--- src/rtl/reservation_station.sv ---
// Single-issue reservation station: compacting queue (slot 0 oldest) that wakes operands
// from the result ring and issues the oldest fully-ready uop over a valid/ready handshake.
module reservation_station #(
  parameter int unsigned NUM_ENTRIES   = 8,
  parameter int unsigned PHYSFILE_SIZE = 128,
  parameter int unsigned REG_SIZE      = 32,
  parameter int unsigned OP_WIDTH      = 8,
  localparam int unsigned TAGW = $clog2(PHYSFILE_SIZE),
  localparam int unsigned CNTW = $clog2(NUM_ENTRIES + 1),
  localparam int unsigned IDXW = $clog2(NUM_ENTRIES)
) (
  input  logic                clk,
  input  logic                rst,
  input  logic                alloc_valid,
  output logic                alloc_ready,
  input  logic [OP_WIDTH-1:0] alloc_op,
  input  logic [TAGW-1:0]     alloc_rs1_tag,
  input  logic                alloc_rs1_rdy,
  input  logic [REG_SIZE-1:0] alloc_rs1_val,
  input  logic [TAGW-1:0]     alloc_rs2_tag,
  input  logic                alloc_rs2_rdy,
  input  logic [REG_SIZE-1:0] alloc_rs2_val,
  input  logic [TAGW-1:0]     alloc_wr_tag,
  input  logic                ring_update,
  input  logic [TAGW-1:0]     phys_ring,
  input  logic [REG_SIZE-1:0] phys_ring_val,
  input  logic                rollback,
  output logic                issue_valid,
  input  logic                issue_ready,
  output logic [OP_WIDTH-1:0] issue_op,
  output logic [REG_SIZE-1:0] issue_rs1_val,
  output logic [REG_SIZE-1:0] issue_rs2_val,
  output logic [TAGW-1:0]     issue_wr_tag,
  output logic [CNTW-1:0]     occupancy
);

  typedef struct packed {
    logic                valid;
    logic [OP_WIDTH-1:0] op;
    logic [TAGW-1:0]     rs1_tag;
    logic                rs1_rdy;
    logic [REG_SIZE-1:0] rs1_val;
    logic [TAGW-1:0]     rs2_tag;
    logic                rs2_rdy;
    logic [REG_SIZE-1:0] rs2_val;
    logic [TAGW-1:0]     wr_tag;
  } entry_t;

  entry_t          slot_q [NUM_ENTRIES];
  entry_t          slot_d [NUM_ENTRIES];
  entry_t          woke   [NUM_ENTRIES];
  entry_t          new_entry;
  logic [CNTW-1:0] count_q, count_d;
  logic [CNTW-1:0] alloc_pos;
  logic [IDXW-1:0] sel_idx;
  logic            sel_found;
  logic            alloc_fire, issue_fire;

  assign alloc_ready = (count_q < CNTW'(NUM_ENTRIES));
  assign occupancy   = count_q;
  assign issue_valid = !rollback && sel_found;
  assign issue_fire  = issue_valid && issue_ready;
  assign alloc_fire  = alloc_valid && alloc_ready && !rollback;
  // After an issue the queue compacts first, so the new uop lands one slot lower.
  assign alloc_pos   = count_q - CNTW'(issue_fire);

  // Oldest-first select: scan downward so the lowest eligible index wins.
  always_comb begin
    sel_found = 1'b0;
    sel_idx   = '0;
    for (int i = NUM_ENTRIES - 1; i >= 0; i--) begin
      if (slot_q[i].valid && slot_q[i].rs1_rdy && slot_q[i].rs2_rdy) begin
        sel_found = 1'b1;
        sel_idx   = IDXW'(i);
      end
    end
  end

  always_comb begin
    issue_op      = '0;
    issue_rs1_val = '0;
    issue_rs2_val = '0;
    issue_wr_tag  = '0;
    if (issue_valid) begin
      issue_op      = slot_q[sel_idx].op;
      issue_rs1_val = slot_q[sel_idx].rs1_val;
      issue_rs2_val = slot_q[sel_idx].rs2_val;
      issue_wr_tag  = slot_q[sel_idx].wr_tag;
    end
  end

  always_comb begin
    // Incoming uop, with same-cycle ring bypass for operands still waiting.
    new_entry         = '0;
    new_entry.valid   = 1'b1;
    new_entry.op      = alloc_op;
    new_entry.wr_tag  = alloc_wr_tag;
    new_entry.rs1_tag = alloc_rs1_tag;
    new_entry.rs1_rdy = alloc_rs1_rdy;
    new_entry.rs1_val = alloc_rs1_val;
    new_entry.rs2_tag = alloc_rs2_tag;
    new_entry.rs2_rdy = alloc_rs2_rdy;
    new_entry.rs2_val = alloc_rs2_val;
    if (ring_update && !alloc_rs1_rdy && alloc_rs1_tag == phys_ring) begin
      new_entry.rs1_rdy = 1'b1;
      new_entry.rs1_val = phys_ring_val;
    end
    if (ring_update && !alloc_rs2_rdy && alloc_rs2_tag == phys_ring) begin
      new_entry.rs2_rdy = 1'b1;
      new_entry.rs2_val = phys_ring_val;
    end

    for (int i = 0; i < NUM_ENTRIES; i++) begin
      woke[i] = slot_q[i];
      if (ring_update && slot_q[i].valid && !slot_q[i].rs1_rdy &&
          slot_q[i].rs1_tag == phys_ring) begin
        woke[i].rs1_rdy = 1'b1;
        woke[i].rs1_val = phys_ring_val;
      end
      if (ring_update && slot_q[i].valid && !slot_q[i].rs2_rdy &&
          slot_q[i].rs2_tag == phys_ring) begin
        woke[i].rs2_rdy = 1'b1;
        woke[i].rs2_val = phys_ring_val;
      end
    end

    for (int i = 0; i < NUM_ENTRIES - 1; i++) begin
      slot_d[i] = (issue_fire && IDXW'(i) >= sel_idx) ? woke[i+1] : woke[i];
    end
    slot_d[NUM_ENTRIES-1] = issue_fire ? '0 : woke[NUM_ENTRIES-1];

    for (int i = 0; i < NUM_ENTRIES; i++) begin
      if (alloc_fire && CNTW'(i) == alloc_pos) begin
        slot_d[i] = new_entry;
      end
      if (rollback) begin
        slot_d[i] = '0;
      end
    end

    count_d = rollback ? '0 : count_q + CNTW'(alloc_fire) - CNTW'(issue_fire);
  end

  always_ff @(posedge clk) begin
    if (rst) begin
      for (int i = 0; i < NUM_ENTRIES; i++) begin
        slot_q[i] <= '0;
      end
      count_q <= '0;
    end else begin
      for (int i = 0; i < NUM_ENTRIES; i++) begin
        slot_q[i] <= slot_d[i];
      end
      count_q <= count_d;
    end
  end

endmodule
--- config.mk ---
export PLATFORM = sky130hd
export DESIGN_NAME = reservation_station
export DESIGN_NICKNAME = d
export VERILOG_FILES = /design/src/rtl/reservation_station.sv
export SDC_FILE = /design/constraint.sdc
export NUM_CORES = 2
export LEC_CHECK = 0
export ABC_CLOCK_PERIOD_IN_PS = 9700
export CAP_MARGIN = 10
export CORE_MARGIN = 8
export CORE_UTILIZATION = 35
export DETAILED_ROUTE_END_ITERATION = 8
export SETUP_SLACK_MARGIN = 0.02
export SKIP_CTS_REPAIR_TIMING = 1
export SLEW_MARGIN = 20
export SYNTH_ARGS = -nofsm -noshare
export SYNTH_HDL_FRONTEND = slang
export SYNTH_SLANG_ARGS = --single-unit
--- constraint.sdc ---
create_clock -name clk -period 9.7 [get_ports clk]
set_input_delay 1.94 -clock clk [delete_from_list [all_inputs] [get_ports clk]]
set_output_delay 1.94 -clock clk [all_outputs]
set_load 0.03 [all_outputs]
After elaboration in Yosys (flattened, before gate mapping)
Memory sizes are Yosys's and may differ from the RTL's.
Cells that the tools add are included.
Operators by class
  add/subtract/negate cells: 3
  $lt $le $gt $ge: 8
  equality and inequality tests: 25
  mux-type cells: 73
  bitwise logic cells: 8
  reduce and logical (&&, ||, !) cells: 100
Operator list (number)
  96-bit two-way mux: 32
  33-bit two-way mux: 18
  7-bit == test: 18
  1-bit logical AND: 79
  32-bit two-way mux: 2
  3-bit two-way mux: 8
  1-bit zero test: 19
  3-bit by 4-bit == test with 1-bit output (first input constant): 4
  1-bit two-way mux: 11
  3-bit greater-or-equal comparator (first input constant): 3
  2-bit by 4-bit == test with 1-bit output (first input constant): 2
  8-bit two-way mux: 1
  1-bit bitwise OR: 8
  4-bit by 1-bit subtractor with 4-bit output: 2
  7-bit two-way mux: 1
  1-bit by 3-bit greater-or-equal comparator with 1-bit output (first input constant): 2
  2-bit by 3-bit greater-or-equal comparator with 1-bit output (first input constant): 2
  4-bit by 1-bit adder with 4-bit output: 1
  1-bit by 4-bit == test with 1-bit output (first input constant): 1
  4-bit zero test: 1
  4-bit < comparator (second input constant): 1
  2-bit OR reduction: 1
Word-level totals
  register bits: 4
  RAM bits: 768
  bits of input ports: 140
  memories kept: 1
Memories
  slot_q: words 8, width 96, read ports 9, clocked after Yosys merged registers in 0, write ports 8, line 49  | entry_t slot_q [NUM_ENTRIES];

Logic depth before layout (Yosys ltp)
An unclocked memory read counts as a cell.
  depth after elaboration: 19
  mapped depth: 16

Least setup slack after synthesis
Ideal clock, no wire load.
  path type: in2out
  start point: input port rollback
  end point: output port issue_rs1_val[12]
  arrival time: 3.740 ns
  data required time: 7.760 ns
  setup slack: 4.020 ns
  stages on the path: 4
  cell sequence: a31oi_1 -> clkbuf_1 -> o221ai_1 -> nor3_1
Between the ends
  word-level cells in the longest chain between the ends: 3
Ends and longest elaborated chain
  start, declared: line 27  | input logic rollback,
  1-bit zero test: line 61  | assign issue_valid = !rollback && sel_found;
  1-bit logical AND: line 61
  via issue_valid: line 28  | output logic issue_valid,
  32-bit two-way mux: line 84  | if (issue_valid) begin
  end, declared: line 31  | output logic [REG_SIZE-1:0] issue_rs1_val,
The timed path passes the listed nets, and every way through them passes these cells.

Worst setup path after layout
  start point: input port rollback
  end point: output port issue_rs1_val[30]
Between the ends
  word-level cells in the longest chain between the ends: 3
Ends and longest elaborated chain (line)
  1-bit zero test: 61
  1-bit logical AND: 61
  32-bit two-way mux: 84
No other way between the ends.

==> impl_metrics.yaml <==
status:
  status: "complete, no violations"
yosys:
  synthFlopType: "dfxtp_1"
  seq_area_frac_synth_pct: 35.4
  synthDistinctLibCells: 72
  avgSynthCellArea_um2: 8.59
  synth-seq-cells: 772
  async_flop_share_pct: 0
  synth-edff-count: 0
  syn-cell-area_um2: 43700
  synth_warnings: 0
  synth_nets: 5233
  synth_cells: 5084
place:
  placed_cells: 6471
  gp_congestion: 0.869
  hpwlAfterDp_mm: 104
  place_area_um2: 46800
  numPortBuffers: 224
worst_setup_path:
  crit_top_cell: "clkdlybuf4s50_1"
  reg2reg_slack_ns: 3.83
  cp.required_ns: 7.76
  cp_cell_sequence: "clkdlybuf4s50_1 > a31oi_4 > buf_4 > o221ai_1 > nor3_1 > clkdlybuf4s50_1"
  ff2ff_path_depth: 13
  crit_arrival_ns: 5.94
  worstSetupPathType: "primary input to output port"
  cp_max_fo: 30
  r2r-start: "slot_q[0][39]"
  path_delay_family: "buffers and inverters"
  worst_setup_path_start_kind: "primary input"
  r2r-end: "slot_q[7][53]"
  max_stage_delay_ns: 0.93
  path_depth: 6
  cpMaxStageDelayCell: "nor3_1"
  crit_buf_inv: 3
  startpoint: "rollback"
  end_kind: "output port"
  cp-endpoint: "issue_rs1_val[30]"
floorplanning:
  die_y_um: 369
  die_x_um: 369
  die-area_um2: 136000
  rows: 129
  core_region_area_um2: 124000
  start_util_pct: 35.3
  ioPinCount: 225
routing:
  antenna_left: 0
  wl_met3_mm: 17.1
  wl_per_cell_um: 27.4
  totalWireLength_mm: 182
  drt-pass1-iter-count: 6
  route.detailed.drc: 0
  m1WireLength_mm: 73.9
  wl_met2_mm: 82.6
  vias: 41900
  via_per_inst: 6.31
  top_layer: "met4"
  drt_iter0_drc: 4791
global_route:
  grt_max_degree: 156
  track_usage_pct: 25.2
  overflow: 0
  antenna_found_initial: 2
  grt_pass1_wl_mm: 269
  grt_pass1_vias: 41300
clocking:
  clock_latency_ns: 0.69
  cts_buffers: 91
  cts_tree: "done"
  clk_path_buf_depth: 3
  cts_max_level: 3
  cts_sinks: 772
  root_buffer: "clkbuf_16"
  clk_pin_slew_ns: 0.06
cells_and_area:
  drive_gt1_share_pct: 12.1
  mostFrequentLayoutCell: "dfxtp_1"
  syn_to_final_growth_pct: 14.4
  final_cells: 6639
  finalInstanceArea_um2: 49900
  nNetsFinal: 5076
  final_cell_mix: "772 x dfxtp_1, 731 x nand2_1, 525 x mux2i_1, 401 x nor2_1, 279 x mux2_2"
timing:
  min_period_ns: 7.88
  max_clock_freq_mhz: 127
  finalSetupViolCount: 0
  finalCritPeriodShare_pct: 81.2
  final_max_slew_viol_count: 0
  relSlewSlack_pct: 18.4
  grt_setup_unrepaired: "no"
  clock_skew_ns: 0.0292
  setup_tns_ns: 0
  hold_viol_final: 0
  worstMarginPinSlew_ns: 1.22
power_and_ir_drop:
  p_per_area_nw_per_um2: 145
  p_total_uw: 7250
  vdd_drop_max_mv: 0.146
  power.leakage_uw: 0.0183
flow_run:
  drv_cap: 0
min_path:
  worstHoldPathCells: 1
  min_path_type: "register to register"
-- synthesized netlist by cell type (32+ instances only) --
library cell | instances | area share (%)
a211oi_1 | 49 | 0.84
a21oi_1 | 136 | 1.6
a221o_1 | 49 | 1.1
a2bb2oi_1 | 33 | 0.66
a311o_1 | 32 | 0.73
a311oi_1 | 116 | 2.3
a32o_1 | 112 | 2.6
and3_1 | 137 | 2.0
buf_1 | 39 | 0.34
buf_2 | 89 | 1.0
clkbuf_1 | 422 | 3.6
dfxtp_1 | 772 | 35
mux2_2 | 280 | 7.2
mux2i_1 | 525 | 12
nand2_1 | 746 | 6.4
nand3_1 | 94 | 1.1
nor2_1 | 407 | 3.5
nor3_1 | 125 | 1.4
o21ai_0 | 38 | 0.44
o221ai_1 | 81 | 1.6
o22a_1 | 63 | 1.3
o22ai_1 | 272 | 3.9
o32ai_1 | 97 | 1.9
xnor2_1 | 46 | 0.92
xor2_1 | 83 | 1.7
-- flip-flops by register name, indices dropped and copies added (netlist names) --
name	cells
slot_q	768
occupancy	4
-- kinds of logic (layout without fill, tap and decap cells) --
kind of cell,after synthesis,count (layout),share of synthesized area [%]
fa+ha+maj,9,9,0.275
buf+inv,589,504,5.60
xor+xnor,129,129,2.59
compound gates,1151,1151,20.5
simple gates,1618,1618,16.1
mux,816,816,19.6
flops,772,772,35.4
other cells,0,3,0
-- power by group --
part / leakage [µW] / internal (µW) / switching (µW) / total [µW]
logic: 0.0106 / 127 / 295 / 422
clock network: 0.00155 / 2170 / 1470 / 3640
registers: 0.00622 / 3180 / 7.90 / 3190
total: 0.0183 / 5480 / 1780 / 7250
-- metal layers --
layer,track usage [%],vias to the layer above
met1,32.2,20600
met5,0,-
met3,5.33,502
li1,-,18500
met2,40.7,2278
met4,11.7,0
-- worst min path at each step --
stage	to	startpoint
6_report	slot_q[0][12]	slot_q[0][12]
4_1_cts	slot_q[0][8]	slot_q[0][8]
5_1_grt	slot_q[0][14]	slot_q[0][14]
3_5_place_dp	slot_q[0][8]	slot_q[0][8]
2_1_floorplan	slot_q[0][10]	slot_q[0][10]
3_3_place_gp	slot_q[0][25]	slot_q[0][25]
-- layout make-up --
cell class / instances / area (µm²)
Fill cell: 12200 / 73900
Antenna cell: 3 / 7.51
Sequential cell: 772 / 15500
Timing Repair Buffer: 326 / 3040
Inverter: 13 / 48.8
Multi-Input combinational cell: 3723 / 26200
Clock inverter: 20 / 303
Tap cell: 1637 / 2050
Clock buffer: 145 / 2840
-- through the flow --
stage / util (%) / hold WS [ns] / setup slack (ns)
finish: 40.3 / 0.465 / 1.82
global route: 40.3 / 0.476 / 1.95
CTS: 40.3 / 0.467 / 2.04
detailed placement: 37.8 / 0.453 / 2.05
global placement: 37.8 / 0.449 / 2.04
floorplan: - / 0.442 / 4.02
-- worst reg2reg max path: stages, from the launching register on --
cell	delay (ns)
dfxtp_1	0.35
nand3_1	0.32
nand4_1	0.42
o31ai_4	0.29
buf_4	0.51
inv_1	0.17
ha_1	0.25
ha_1	0.20
xnor2_1	0.14
a31oi_1	0.64
nand3_4	0.83
nand2_4	1.22
o22a_1	0.32
nor2_1	0.04
Note: power is estimated with default switching activity, not from simulation.
